===== src/rtl/pulse_pkg.sv =====
// Shared types and default constants for the pulse stretcher.
package pulse_pkg;

  typedef enum logic [1:0] {
    IDLE = 2'd0,
    HIGH = 2'd1,
    GAP  = 2'd2
  } state_e;

  localparam int unsigned LEN_W_DEFAULT   = 8;
  localparam int unsigned MIN_GAP_DEFAULT = 1;

endpackage


===== src/rtl/stretch_counter.sv =====
// Loadable down-counter shared by the HIGH and GAP phases; saturates at 1.
module stretch_counter #(
  parameter int unsigned W = 8
) (
  input  logic         clk,
  input  logic         rst,
  input  logic         load,
  input  logic         dec,
  input  logic [W-1:0] load_val,
  output logic         at_one
);

  logic [W-1:0] cnt_q;
  logic [W-1:0] cnt_d;

  always_comb begin
    cnt_d = cnt_q;
    if (load) begin
      cnt_d = load_val;
    end else if (dec && (cnt_q > W'(1))) begin
      cnt_d = cnt_q - W'(1);
    end
  end

  always_ff @(posedge clk) begin
    if (rst) begin
      cnt_q <= '0;
    end else begin
      cnt_q <= cnt_d;
    end
  end

  assign at_one = (cnt_q == W'(1));

endmodule


===== src/rtl/pulse_stretcher.sv =====
// Stretches a trigger into a len-cycle high level followed by a MIN_GAP low gap.
// Define PULSE_STRETCHER_RETRIGGER_EN to let a trigger during HIGH reload the length.
module pulse_stretcher
  import pulse_pkg::*;
#(
  parameter int unsigned LEN_W   = LEN_W_DEFAULT,
  parameter int unsigned MIN_GAP = MIN_GAP_DEFAULT
) (
  input  logic             clk,
  input  logic             rst,
  input  logic             pulse,
  input  logic [LEN_W-1:0] len,
  output logic             signal,
  output logic             busy,
  output logic             done,
  output logic             dropped
);

  // Counter is wide enough for both the length and the full MIN_GAP range.
  localparam int unsigned      CNT_W    = (LEN_W > 8) ? LEN_W : 8;
  localparam logic [CNT_W-1:0] GAP_LOAD = CNT_W'(MIN_GAP);

  state_e           state_q, state_d;
  logic             signal_q, signal_d;
  logic             busy_q, busy_d;
  logic             done_q, done_d;
  logic             dropped_q, dropped_d;

  logic             cnt_load;
  logic             cnt_dec;
  logic [CNT_W-1:0] cnt_load_val;
  logic             cnt_at_one;
  logic             retrig;

`ifdef PULSE_STRETCHER_RETRIGGER_EN
  assign retrig = pulse && (len != '0);
`else
  assign retrig = 1'b0;
`endif

  stretch_counter #(
    .W (CNT_W)
  ) u_counter (
    .clk      (clk),
    .rst      (rst),
    .load     (cnt_load),
    .dec      (cnt_dec),
    .load_val (cnt_load_val),
    .at_one   (cnt_at_one)
  );

  always_comb begin
    state_d      = state_q;
    done_d       = 1'b0;
    dropped_d    = 1'b0;
    cnt_load     = 1'b0;
    cnt_dec      = 1'b0;
    cnt_load_val = CNT_W'(len);
    case (state_q)
      IDLE: begin
        if (pulse && (len != '0)) begin
          cnt_load = 1'b1;
          state_d  = HIGH;
        end
      end
      HIGH: begin
        if (retrig) begin
          cnt_load = 1'b1;
        end else begin
          dropped_d = pulse;
          if (cnt_at_one) begin
            state_d      = GAP;
            done_d       = 1'b1;
            cnt_load     = 1'b1;
            cnt_load_val = GAP_LOAD;
          end else begin
            cnt_dec = 1'b1;
          end
        end
      end
      GAP: begin
        dropped_d = pulse;
        if (cnt_at_one) begin
          state_d = IDLE;
        end else begin
          cnt_dec = 1'b1;
        end
      end
      default: state_d = IDLE;
    endcase
    // Level outputs follow the next state so they change on the same edge.
    signal_d = (state_d == HIGH);
    busy_d   = (state_d != IDLE);
  end

  always_ff @(posedge clk) begin
    if (rst) begin
      state_q   <= IDLE;
      signal_q  <= 1'b0;
      busy_q    <= 1'b0;
      done_q    <= 1'b0;
      dropped_q <= 1'b0;
    end else begin
      state_q   <= state_d;
      signal_q  <= signal_d;
      busy_q    <= busy_d;
      done_q    <= done_d;
      dropped_q <= dropped_d;
    end
  end

  assign signal  = signal_q;
  assign busy    = busy_q;
  assign done    = done_q;
  assign dropped = dropped_q;

endmodule


===== config.mk =====
export PLATFORM = sky130hd
export DESIGN_NAME = pulse_stretcher
export DESIGN_NICKNAME = d
export VERILOG_FILES = /design/src/rtl/pulse_pkg.sv /design/src/rtl/stretch_counter.sv /design/src/rtl/pulse_stretcher.sv
export SDC_FILE = /design/constraint.sdc
export NUM_CORES = 1
export LEC_CHECK = 0
export CORE_MARGIN = 3
export CORE_UTILIZATION = 40
export DETAILED_ROUTE_END_ITERATION = 16
export HOLD_SLACK_MARGIN = 0.06
export REMOVE_ABC_BUFFERS = 1
export SYNTH_ARGS = -nofsm -noshare
export SYNTH_HDL_FRONTEND = slang
export SYNTH_SLANG_ARGS = --single-unit

===== constraint.sdc =====
create_clock -name clk -period 3.8 [get_ports clk]
set_input_delay 0.38 -clock clk [delete_from_list [all_inputs] [get_ports clk]]
set_output_delay 0.38 -clock clk [all_outputs]
set_load 0.05 [all_outputs]

==> impl.org, run 1 <==
** Clock network
- Clock transition at the register clock pins on the worst setup and hold paths after CTS :: 0.09 ns
- Setup bufs post-CTS :: 0
- For the worst-skew pair, the clock arrives at the later sink with an insertion delay of 0.28 ns.
- The tree is rooted in a sky130_fd_sc_hd__clkbuf_4.
- Post-CTS repair changed the size of 0 cells.
- TritonCTS created 3 clock buffers.
- CTS built an H-tree with a depth of 1.
- The clock net in this run drives a total of 14 sinks.
- The number of hold buffers added after CTS was 0.
- Buffer levels on the longest clock path :: 2
- TritonCTS built the clock tree.

** Timing
- For the pin with the worst max-slew slack, the measured transition is 0.5681 ns.
- Max_slew headroom :: 62.13%
- Max Transition Viols Final :: 0
- Top achievable clock speed :: 417.4 MHz
- Endpoints failing setup :: 0
- Total negative slack for setup checks :: 0 ns
- The final critical path takes up 63.05% of the cycle.
- RSZ-0062 raised after global routing :: false
- The final hold violation count came to 0.
- Final worst clock skew :: 0.003606 ns
- Worst setup margin :: 1.404 ns
- Final critical path time including I/O delays and setup :: 2.396 ns
- Final Hold Slack :: 0.5495 ns

** Placement
- Worst slack after detailed placement :: 1.476 ns
- Summed over all nets, the half-perimeter wirelength after detailed placement is 1634 µm.
- Number of buffer cells added on primary ports :: 14
- Number of cells in the design after placement :: 146
- Final weighted congestion in routability-driven placement :: 0.8094

** Logic synthesis
- In this run, synthesis produced a sequential element count of 14.
- Synthesis instantiated 36 different standard cells from the library.
- Dominant combinational cell family by area after synthesis :: simple AND/OR/NAND/NOR gates
- Proportion of synthesized area in mux cells :: 1.105%
- Adder and majority cell fraction of the synthesized area :: 8.287%
- The synthesized netlist devotes 3.867% of its cell area to XOR and XNOR gates.
- Sequential elements use 30.94% of the synthesized area.
- After Yosys synthesis, and, or, nand and nor cells account for 28.18% of the synthesized area.
- Mean area per synthesized cell :: 8.466 µm²
- After synthesis, the cell types taking the most area are sky130_fd_sc_hd__dfxtp_1 (31%), sky130_fd_sc_hd__ha_1 (8.3%), sky130_fd_sc_hd__a21oi_1 (6.1%).
- Largest area contributor in the netlist :: sky130_fd_sc_hd__dfxtp_1
- The synthesized netlist occupies a cell area of 905.9 µm².
- The share of synthesized area in the top cell type comes to 30.94%.
- After technology mapping, the gate count stands at 107.
- The Yosys step of the flow raised 0 warnings.
- The synthesized netlist devotes 24.31% of its cell area to compound gates.

** Critical path
- The startpoint identified for the worst register-to-register timing path is state_q[1].
- Measured in cells, the most critical reg-to-reg path has a length of 7.
- Worst reg2reg endpoint :: u_counter.cnt_q[7]
- Peak fanout along the critical path :: 7
- Arrival time at the worst endpoint :: 2.56 ns
- For the worst setup path, the data required time is 3.96 ns.
- The worst setup path is captured at a flip-flop.
- The critical path in this run is classified as reg2reg.
- Worst setup SP type :: flip-flop
- Flop-to-flop setup slack :: 1.40 ns

** Power and ir drop
- VDD IR max :: 0.0002098 V
- Summing internal, switching and leakage power gives 458.9 µW.
- Power per Cell Area :: 413.9 nW/µm²
- Leakage component of the power :: 0.4058 nW

** Global route
- Summed over all layers, the global routing overflow is 0.
- Entering global routing, the biggest net connects 12 pins.
- Via count of the first global-routing pass :: 822
- Global-route total usage across every layer :: 17.90%
- The initial antenna violation count is 0.
- First-pass GRT wire length :: 3657 µm

** Route
- DRC :: 0
- Across all layers, the routed design uses 881 vias.
- For this block, the initial DRC count from the detailed router was 25.
- Per-cell routed wire length :: 14.55 µm
- Routed wire length :: 2183 µm
- Antenna violation net count after detailed routing :: 0
- Using the TritonRoute via totals, the vias-per-cell ratio works out to 5.873.
- The first detailed-routing pass ran for 5 iterations.

** Floorplanning
- Site row count :: 16
- The die is 53.59 µm wide.
- Die area :: 2872 µm²
- I/O Pins :: 15
- Core footprint :: 2042 µm²
- In this run the vertical extent of the chip is 53.59 µm.
- Starting density of the core :: 44.36%

** Layout
- At the end of the flow, the number of nets in the layout was 141.
- Fill cells in the final layout number 215.
- Area of combinational cells with multiple inputs :: 595.6 µm²
- Leaving out filler cells and counting taps, the final layout contains 150.
- Ant diodes :: 0
- Cells with a size suffix above 1 make up 11.38% of the layout.
- In the final layout, flip-flops and latches occupy 280.3 µm².
- The area growth from synthesis to layout is 22.38%.

** Flow run
- Across the run, the number of max-cap violations was 0.

** Worst hold path
- The worst hold path was traced through 2 stages.
- Hold Path End :: u_counter.cnt_q[1]
- The startpoint identified for the worst hold timing path is u_counter.cnt_q[1].
- Hold crit path type :: reg2reg

** Run status
- The flow ran to the end, and the final reports show no timing, DRC or antenna violations.
## cell usage in the layout, fill, tap and decap left out, drive strengths merged
cell	n
nand3	4
a31oi	3
or3	3
nand4	1
nor3b	2
nor4	3
a211oi	3
dfxtp	14
clkdlybuf4s50	14
nand2	7
o31ai	3
and2	1
a211o	1
nor2	9
nor3	5
xnor2	4
ha	6
or3b	1
and3	1
or2	3
o21ai	2
nor2b	1
mux2i	1
clkbuf	4
o22ai	2
a41o	1
nand2b	2
inv	6
or4	1
a21oi	12
a2111oi	2
o2111ai	1
## state kept, by name (all words and copies together), names as in the netlist
register	cells
busy	1
done	1
dropped	1
signal	1
state_q	2
u_counter.cnt_q	8
## through the flow
| stage | instance area, µm² | utilization (%) |
|---|---|---|
| after floorplan | 898.4 | - |
| after global placement | 1072 | 52.51 |
| after detailed placement | 1072 | 52.51 |
| after CTS | 1109 | 54.29 |
| after global routing | 1109 | 54.29 |
| final | 1109 | 54.29 |
## worst max-delay path by stage
| stage | from | to |
|---|---|---|
| global route | state_q[1] | u_counter.cnt_q[7] |
| floorplan | state_q[1] | u_counter.cnt_q[7] |
| global placement | state_q[1] | u_counter.cnt_q[7] |
| CTS | state_q[1] | u_counter.cnt_q[7] |
| finish | state_q[1] | u_counter.cnt_q[7] |
| detailed placement | state_q[1] | u_counter.cnt_q[7] |
## kinds of logic after synthesis
group / Yosys count
adder cells (fa/ha/maj): 6
XOR/XNOR: 4
multiplexers: 1
AND/OR/NAND/NOR: 44
flip-flops: 14
AO/OA/AOI/OAI: 30
buffers and inverters: 8
## worst max-delay path, stage by stage (launching register included)
cell                        delay (ns)
sky130_fd_sc_hd__dfxtp_1          0.44
sky130_fd_sc_hd__inv_1            0.11
sky130_fd_sc_hd__ha_1             0.48
sky130_fd_sc_hd__or3b_1           0.43
sky130_fd_sc_hd__a2111oi_0        0.47
sky130_fd_sc_hd__nor3b_1          0.09
sky130_fd_sc_hd__a31oi_1          0.16
sky130_fd_sc_hd__a21oi_1          0.08
## final cells by class
type	instances	area share [%]
flip-flops and latches	14	25.28
repair buffers	14	12.64
inverters	6	2.032
well taps	27	3.047
clock buffers	4	3.273
multi-input cells	85	53.72
## synthesized netlist by cell type
master / count
sky130_fd_sc_hd__clkbuf_1: 2
sky130_fd_sc_hd__dfxtp_1: 14
sky130_fd_sc_hd__o22ai_1: 2
sky130_fd_sc_hd__o31ai_4: 1
sky130_fd_sc_hd__a211oi_1: 3
sky130_fd_sc_hd__nand3_1: 4
sky130_fd_sc_hd__nor2_1: 9
sky130_fd_sc_hd__or3_1: 3
sky130_fd_sc_hd__nand2_1: 7
sky130_fd_sc_hd__o31ai_1: 1
sky130_fd_sc_hd__or4_4: 1
sky130_fd_sc_hd__a21oi_1: 11
sky130_fd_sc_hd__xnor2_1: 4
sky130_fd_sc_hd__or2_2: 3
sky130_fd_sc_hd__nand2b_1: 2
sky130_fd_sc_hd__nor4_1: 2
sky130_fd_sc_hd__nor3b_1: 2
sky130_fd_sc_hd__nor3_1: 5
sky130_fd_sc_hd__a31oi_1: 3
sky130_fd_sc_hd__o2111ai_1: 1
sky130_fd_sc_hd__or3b_1: 1
sky130_fd_sc_hd__o21ai_0: 2
sky130_fd_sc_hd__inv_1: 6
sky130_fd_sc_hd__and3_1: 1
sky130_fd_sc_hd__mux2i_1: 1
sky130_fd_sc_hd__nor2b_1: 1
sky130_fd_sc_hd__o31ai_2: 1
sky130_fd_sc_hd__a21oi_2: 1
sky130_fd_sc_hd__a211o_1: 1
sky130_fd_sc_hd__a41o_1: 1
sky130_fd_sc_hd__a2111oi_2: 1
sky130_fd_sc_hd__a2111oi_0: 1
sky130_fd_sc_hd__nand4_2: 1
sky130_fd_sc_hd__ha_1: 6
sky130_fd_sc_hd__nor4_4: 1
sky130_fd_sc_hd__and2_1: 1
## layer usage
| layer | share of wire (%) | GRT usage (%) |
|---|---|---|
| met2 | 45 | 26.53 |
| met5 | 0 | 0 |
| met1 | 48 | 23.31 |
| met4 | 1.6 | 10.21 |
| met3 | 5.3 | 4.709 |
## where the power goes
group / switching (mW) / internal, mW
sequential: 0.0211 / 0.163
clock: 0.0512 / 0.0583
combinational: 0.0941 / 0.0709
total: 0.166 / 0.293
(Power assumes the default switching activity.)
==> run 2: changes to the inputs <==
clock period = 2.42 ns   (was 3.8 ns; I/O delays follow)
==> run 2 against run 1 <==
Die area stayed put. Sequential power is 58% higher. Wire length is 1.8% higher. Utilization is 1.5 points higher. Setup slack worse by 1.1 ns. Critical path depth stayed put. Critical endpoint unchanged. Largest power group unchanged. Highest routed layer unchanged.
==> impl.org, run 2 (synthesis gave the netlist of run 1 again) <==
** Critical path
- Worst reg2reg endpoint :: u_counter.cnt_q[7] (unchanged)
- Timing endpoint of the critical path :: u_counter.cnt_q[7] (unchanged)
- The data arrival time of the critical path came to 2.25 ns (was 2.56 ns).
- CP cell instances: inv_1, ha_1, or3b_1, a2111oi_0, nor3b_1, a31oi_1, a21oi_1 (unchanged).
- CP delay by family, top :: compound AO/OA/AOI/OAI gates (unchanged)
- The cell with the largest stage delay on the worst path is sky130_fd_sc_hd__dfxtp_1 (was sky130_fd_sc_hd__ha_1).
- Capturing element type of the critical path :: flip-flop (unchanged)
- The number of logic stages on the critical path including buffering is 7 (unchanged).
- The path type of the worst setup path was reg2reg (unchanged).
- Maximum cell stage delay along the critical path :: 0.43 ns (was 0.48 ns)
- Crit Reg-Reg Startpoint :: state_q[1] (unchanged)
- Cell count of the worst reg-to-reg path :: 7 (unchanged)
- The launching element type of the critical path was a flip-flop (unchanged).
- Flop-to-flop setup slack :: 0.35 ns (was 1.40 ns)
- The buffer and inverter count on the worst path came to 1 (unchanged).
- Peak fanout along the critical path :: 6 (was 7)
- The beginning of the critical path is state_q[1] (unchanged).
- The required time of the critical path came to 2.60 ns (was 3.96 ns).

** Clock network
- CTS tree :: yes (unchanged)
- The clock network latency to the later pin of the worst-skew pair was 0.28 ns (about the same).
- The number of sinks driven by the clock tree came to 14 (unchanged).
- The CTS root buffer is sky130_fd_sc_hd__clkbuf_4 (unchanged).
- Post-cts gate resize count :: 0 (unchanged)
- Number of buffers added to fix hold violations after cts :: 0 (unchanged)
- The clock-pin slew on the worst setup and hold paths is 0.09 ns (about the same).
- Number of clock buffers inserted by TritonCTS :: 3 (unchanged)
- Setup bufs post-CTS :: 0 (unchanged)
- The number of H-tree branching levels is 1 (unchanged).
- Buffer levels on the longest clock path :: 2 (unchanged)

** Placement
- Number of cells in the design after placement :: 150 (was 146)
- The final weighted congestion of routability-driven global placement came to 0.8470 (was 0.8094).
- Worst slack after detailed placement :: 0.4010 ns (was 1.476 ns)
- Dpl cell area :: 1102 µm² (was 1072 µm²)
- DPL Wire Length :: 1750 µm (was 1634 µm)
- The number of port buffers is 14 (unchanged).

** Timing
- The worst hold-check slack came to 0.5591 ns (was 0.5495 ns).
- Top achievable clock speed :: 482.4 MHz (was 417.4 MHz)
- Total negative slack for setup checks :: 0 ns (unchanged)
- The post-route fraction of the period consumed by the critical path was 85.66% (was 63.05%).
- The max-slew violation count came to 0 (unchanged).
- Hold violation total from the final report :: 0 (unchanged)
- The actual slew at the worst max-slew pin came to 0.4920 ns (was 0.5681 ns).
- The final setup skew came to 0.006757 ns (was 0.003606 ns).
- Worst setup margin :: 0.3471 ns (was 1.404 ns)
- RSZ-0062 raised after global routing: false (unchanged).
- The number of failing setup endpoints in the final timing report came to 0 (unchanged).
- The post-layout minimum cycle time is 2.073 ns (was 2.396 ns).
- The worst slew slack as a fraction of its limit came to 67.10% (was 62.13%).

** Layout
- The share of layout cells above drive strength 1 was 14.17% (was 11.38%).
- Core Util, Final :: 55.76% (was 54.29%)
- Largest registers: u_counter.cnt_q: 8 flops, state_q: 2 flops (unchanged).
- Non-filler cells in the finished layout :: 154 (was 150)
- P&R area growth vs syn :: 25.69% (was 22.38%)
- The number of flip-flops in the largest register is 8 (unchanged).
- Post-route cell area :: 1139 µm² (was 1109 µm²)
- Commonest cells after routing, fill and taps aside: sky130_fd_sc_hd__dfxtp_1 (14), sky130_fd_sc_hd__clkdlybuf4s50_1 (14), sky130_fd_sc_hd__a21oi_1 (11), sky130_fd_sc_hd__nor2_1 (9), sky130_fd_sc_hd__nand2_1 (7) (unchanged).
- Ant diodes :: 0 (unchanged)
- Biggest register :: u_counter.cnt_q (unchanged)
- Total Nets Final :: 145 (was 141)

** Route
- First-pass DRT Iterations :: 4 (was 5)
- Routed wire length :: 2223 µm (was 2183 µm)
- The total length of routed met2 wires is 991 µm (was 992 µm).
- Overall via count from detail_route :: 871 (was 881)
- The detailed-route DRC error count came to 0 (unchanged).
- Detailed route wirelength on metal3 :: 192 µm (was 115 µm)
- Vias per std cell :: 5.656 (was 5.873)
- The wire length on met1 came to 1019 µm (was 1041 µm).
- Top metal layer carrying routed signals :: met4 (unchanged)
- Per-cell routed wire length :: 14.44 µm (was 14.55 µm)
- The initial detailed-routing violation count is 37 (was 25).
- Antenna violation net count after detailed routing :: 0 (unchanged)

** Floorplanning
- The floorplan core area came to 2042 µm² (unchanged).
- Die area :: 2872 µm² (unchanged)
- The chip height was 53.59 µm (unchanged).
- Starting density of the core :: 44.36% (unchanged)
- Width of the chip :: 53.59 µm (unchanged)
- I/O Pins :: 15 (unchanged)
- The row count is 16 (unchanged).

** Power and ir drop
- The total power divided by cell area is 646.2 nW/µm² (was 413.9 nW/µm²).
- The leakage dissipation was 0.4255 nW (was 0.4058 nW).
- VDD IR max :: 0.0004554 V (was 0.0002098 V)
- The total design power is 735.7 µW (was 458.9 µW).

** Flow run
- Count of max-cap constraint violations :: 0 (unchanged)

** Worst hold path
- The path type of the worst min-delay path is reg2reg (unchanged).
- Worst hold path cell count :: 2 (unchanged)

** Global route
- Via count of the first global-routing pass :: 824 (was 822)
- Initial antenna violation count :: 0 (unchanged)
- Remaining global-route overflow :: 0 (unchanged)
- The first-pass GRT wire length is 3732 µm (was 3657 µm).
- The largest net degree at the start of global routing is 10 (was 12).
- The total track usage was 18.25% (was 17.90%).

** Run status
- Outcome: finished clean (unchanged).
[run 2: where the power goes]
group	total (mW)	switching (mW)	internal [mW]	leakage [nW]
combinational	0.275	0.152	0.123	0.289
sequential	0.291	0.0342	0.256	0.116
clock	0.170	0.0788	0.0916	0.0210
[run 2: how the worst min path moves through the flow]
stage	from	slack, ns	to
after global placement	u_counter.cnt_q[1]	0.55	u_counter.cnt_q[1]
final	u_counter.cnt_q[1]	0.56	u_counter.cnt_q[1]
after floorplan	rst	0.31	u_counter.cnt_q[0]
after global routing	u_counter.cnt_q[1]	0.59	u_counter.cnt_q[1]
after detailed placement	u_counter.cnt_q[1]	0.55	u_counter.cnt_q[1]
after CTS	u_counter.cnt_q[1]	0.56	u_counter.cnt_q[1]
[run 2: worst min-delay path, stage by stage, from the launching register on]
cell and delay [ns]:
sky130_fd_sc_hd__dfxtp_1 0.35, sky130_fd_sc_hd__nand3_1 0.08, sky130_fd_sc_hd__a31oi_1 0.08
[run 2: metal layers]
layer  vias to the layer above  global-route usage [%]
met5                         -                       0
met4                         0                   8.511
met3                         4                   3.878
met2                        34                   28.37
met1                       395                   23.99
li1                        438                       -
[run 2: cell type report]
cell class              instances  area, µm²
fillers                       198      903.4
multi-input cells              85      595.6
flip-flops and latches         14      280.3
repair buffers                 18      170.2
clock buffers                   4      36.28
well taps                      27      33.78
inverters                       6      22.52
==> run 3: changes to the inputs <==
PLACE_DENSITY = 0.65   (was unset)
clock period = 1.7 ns   (was 2.42 ns; I/O delays follow)
==> run 3 against run 2 <==
The flow now finishes with violations (negative setup slack). Die area unchanged. Sequential share of layout area shrank 3.5 points. Setup slack got worse by 0.39 ns. Largest power group is now combinational cells.
==> impl.org, run 3 (synthesis gave the netlist of run 1 again) <==
** Timing
- Top achievable clock speed :: 573.5 MHz (was 482.4 MHz)
- The final setup skew is 0.003934 ns (was 0.006757 ns).
- The final hold violation count was 0 (unchanged).
- Total negative slack for setup checks :: -0.07423 ns (was 0 ns)
- Endpoints failing setup :: 2 (was 0)
- Final critical-path share of the clock period :: 102.6% (was 85.66%)
- The worst slew slack as a fraction of its limit is 67.17% (was 67.10%).
- The actual slew at the worst max-slew pin came to 0.4910 ns (was 0.4920 ns).
- The final worst setup slack came to -0.04367 ns (was 0.3471 ns).
- Final critical path time including I/O delays and setup :: 1.744 ns (was 2.073 ns)
- The max-slew violation count is 0 (unchanged).
- RSZ-0062 raised after global routing: true (was false).

** Floorplanning
- The floorplan core area came to 2042 µm² (unchanged).
- The die area came to 2872 µm² (unchanged).
- I/O Pins :: 15 (unchanged)
- Site row count :: 16 (unchanged)
- Die height :: 53.59 µm (unchanged)
- The effective utilization at floorplan was 44.36% (unchanged).
- Width of the chip :: 53.59 µm (unchanged)

** Route
- Vias per std cell :: 5.694 (was 5.656)
- The initial detailed-routing violation count was 21 (was 37).
- Routed wire length :: 2590 µm (was 2223 µm)
- The detailed-route DRC error count was 0 (unchanged).
- The number of antenna-violating nets in the routed design is 0 (unchanged).
- The detailed-routing iteration count for the pre-antenna-repair pass was 4 (unchanged).
- Overall via count from detail_route :: 985 (was 871)
- Per-cell routed wire length :: 14.97 µm (was 14.44 µm)

** Placement
- DPL Wire Length :: 2005 µm (was 1750 µm)
- The placed cell count came to 167 (was 150).
- The number of port buffers came to 14 (unchanged).
- Final weighted congestion in routability-driven placement :: 0.8755 (was 0.8470)

** Critical path
- Arrival time at the worst endpoint :: 1.92 ns (was 2.25 ns)
- Flop-to-flop setup slack :: -0.04 ns (was 0.35 ns)
- Capturing element type of the critical path :: flip-flop (unchanged)
- Required time of the critical path :: 1.87 ns (was 2.60 ns)
- Worst reg2reg endpoint :: u_counter.cnt_q[7] (unchanged)
- The launching point of the worst reg2reg path is state_q[0] (was state_q[1]).
- The beginning of the critical path was state_q[0] (was state_q[1]).
- Cell count of the worst reg-to-reg path :: 7 (unchanged)
- CP Class :: reg2reg (unchanged)
- The launching element type of the critical path is a flip-flop (unchanged).
- The maximum fanout along the worst path came to 2 (was 6).

** Layout
- The sequential cell area was 286.5 µm² (was 280.3 µm²).
- The area of the multi-input gates is 669.4 µm² (was 595.6 µm²).
- Largest registers :: u_counter.cnt_q: 8 flops, state_q: 2 flops (unchanged)
- Commonest cells after routing, fill and taps aside :: sky130_fd_sc_hd__buf_4 (24), sky130_fd_sc_hd__clkdlybuf4s50_1 (14), sky130_fd_sc_hd__a21oi_1 (11), sky130_fd_sc_hd__dfxtp_1 (9), sky130_fd_sc_hd__nor2_1 (8) (was sky130_fd_sc_hd__dfxtp_1 (14), sky130_fd_sc_hd__clkdlybuf4s50_1 (14), sky130_fd_sc_hd__a21oi_1 (11), sky130_fd_sc_hd__nor2_1 (9), sky130_fd_sc_hd__nand2_1 (7))
- Core Util, Final :: 66.36% (was 55.76%)
- The share of layout cells above drive strength 1 came to 35.62% (was 14.17%).
- Filler Cells Inserted :: 174 (was 198)
- Max reg flops :: 8 (unchanged)
- Most common library cell in the layout ignoring fill and taps :: sky130_fd_sc_hd__buf_4
- Ant diodes :: 0 (unchanged)
- The register with the most flip-flops is u_counter.cnt_q (unchanged).
- The layout net count is 165 (was 145).
- P&R area growth vs syn :: 49.59% (was 25.69%)
- Non-filler cells in the finished layout :: 173 (was 154)

** Global route
- First-pass GRT wire length :: 4374 µm (was 3732 µm)
- The largest net degree at the start of global routing is 10 (unchanged).
- The total track usage came to 21.23% (was 18.25%).
- The via count of the first global-routing pass is 985 (was 824).
- The sum of overflow across all layers after global routing came to 0 (unchanged).
- Initial antenna violation count :: 0 (unchanged)

** Power and ir drop
- The sequential share of power came to 35.7% (was 39.5%).
- Power per Cell Area :: 836.2 nW/µm² (was 646.2 nW/µm²)
- Clock network power share :: 16.4% (was 23.2%)
- The leakage dissipation is 0.5368 nW (was 0.4255 nW).
- Logic pwr share :: 47.8% (was 37.3%)
- The worst supply voltage drop on vdd came to 0.0004365 V (was 0.0004554 V).
- Net switching power of the design :: 425.2 µW (was 265.0 µW)
- The switching portion of total power was 37.53% (was 36.02%).
- Internal Dissipation :: 707.8 µW (was 470.7 µW)

** Clock network
- Depth of the CTS H-tree :: 1 (unchanged)
- Clock network latency to the later pin of the worst-skew pair :: 0.28 ns (about the same)
- The clock-pin slew on the worst setup and hold paths came to 0.08 ns (was 0.09 ns).
- The TritonCTS clock tree is yes (unchanged).
- The number of hold buffers added after CTS is 0 (unchanged).
- The number of sinks driven by the clock tree was 14 (unchanged).
- Buffer levels on the longest clock path :: 2 (unchanged)
- Clock root cell :: sky130_fd_sc_hd__clkbuf_4 (unchanged)
- Number of clock buffers inserted by TritonCTS :: 3 (unchanged)

** Run status
- Outcome :: complete, but fails checks (was finished clean)
- Violated checks :: negative setup slack

** Flow run
- Count of max-cap constraint violations :: 0 (unchanged)

** Worst hold path
- Hold Path End :: u_counter.cnt_q[4] (was u_counter.cnt_q[1])
- Hold path startpoint :: len[4] (was u_counter.cnt_q[1])
- Hold crit path type :: in2reg (was reg2reg)
- The hold-critical path depth came to 3 (was 2).
==> run 3: power groups by stage <==
| stage | Sequential, mW | Combinational, mW | Clock (mW) |
|---|---|---|---|
| after floorplan | 0.433 | 0.250 | 0 |
| after global placement | 0.405 | 0.459 | 0 |
| after detailed placement | 0.409 | 0.463 | 0 |
| after CTS | 0.403 | 0.508 | 0.191 |
| after global routing | 0.410 | 0.587 | 0.202 |
| final | 0.405 | 0.542 | 0.186 |
==> run 3: final cells by class <==
class	count	share of cell area, %
multi-input cells	85	49.40
repair buffers	38	23.64
flip-flops and latches	14	21.14
well taps	27	2.493
clock buffers	3	1.662
inverters	6	1.662
==> run 3: repair_timing <==
action / 4_1_cts / 5_1_grt
gates resized for setup: 10 / 9
buffers inserted: 1 / 2
endpoints found under the hold margin: 0 / 0
endpoints found under the setup margin: 3 / 8
pin swaps: 6 / 9
==> run 3: worst max-delay path by stage <==
stage                                    end  cells past startpoint
after floorplan           u_counter.cnt_q[7]                      7
after global placement    u_counter.cnt_q[7]                      7
after detailed placement  u_counter.cnt_q[7]                      7
after CTS                 u_counter.cnt_q[7]                      6
after global routing      u_counter.cnt_q[0]                      5
final                     u_counter.cnt_q[7]                      7
==> run 3: worst max-delay path: stages, from the launching register on <==
cell and delay (ns):
sky130_fd_sc_hd__dfxtp_2 0.34, sky130_fd_sc_hd__inv_2 0.05, sky130_fd_sc_hd__ha_4 0.26, sky130_fd_sc_hd__or3b_4 0.39, sky130_fd_sc_hd__a2111oi_4 0.29, sky130_fd_sc_hd__nor3b_2 0.08
sky130_fd_sc_hd__a31oi_1 0.15, sky130_fd_sc_hd__a21oi_1 0.08
==> run 3: stage by stage <==
stage | hold WS, ns | total power, mW | setup slack (ns) | instance area [µm²]
after floorplan | 0.2391 | 0.6837 | -0.3315 | 898.4
after global placement | 0.5833 | 0.8640 | -0.1503 | 1230
after detailed placement | 0.5940 | 0.8722 | -0.2496 | 1230
after CTS | 0.5062 | 1.101 | 0.004964 | 1300
after global routing | 0.5523 | 1.200 | -0.08408 | 1355
final | 0.5104 | 1.133 | -0.04367 | 1355
==> run 3: layer usage <==
metal | vias to the layer above | global-route usage, % | share of wire [%]
li1 | 480 | - | -
met1 | 468 | 24.87 | 43
met2 | 27 | 38.16 | 51
met3 | 10 | 2.493 | 3.0
met4 | 0 | 9.787 | 2.9
met5 | - | 0 | 0
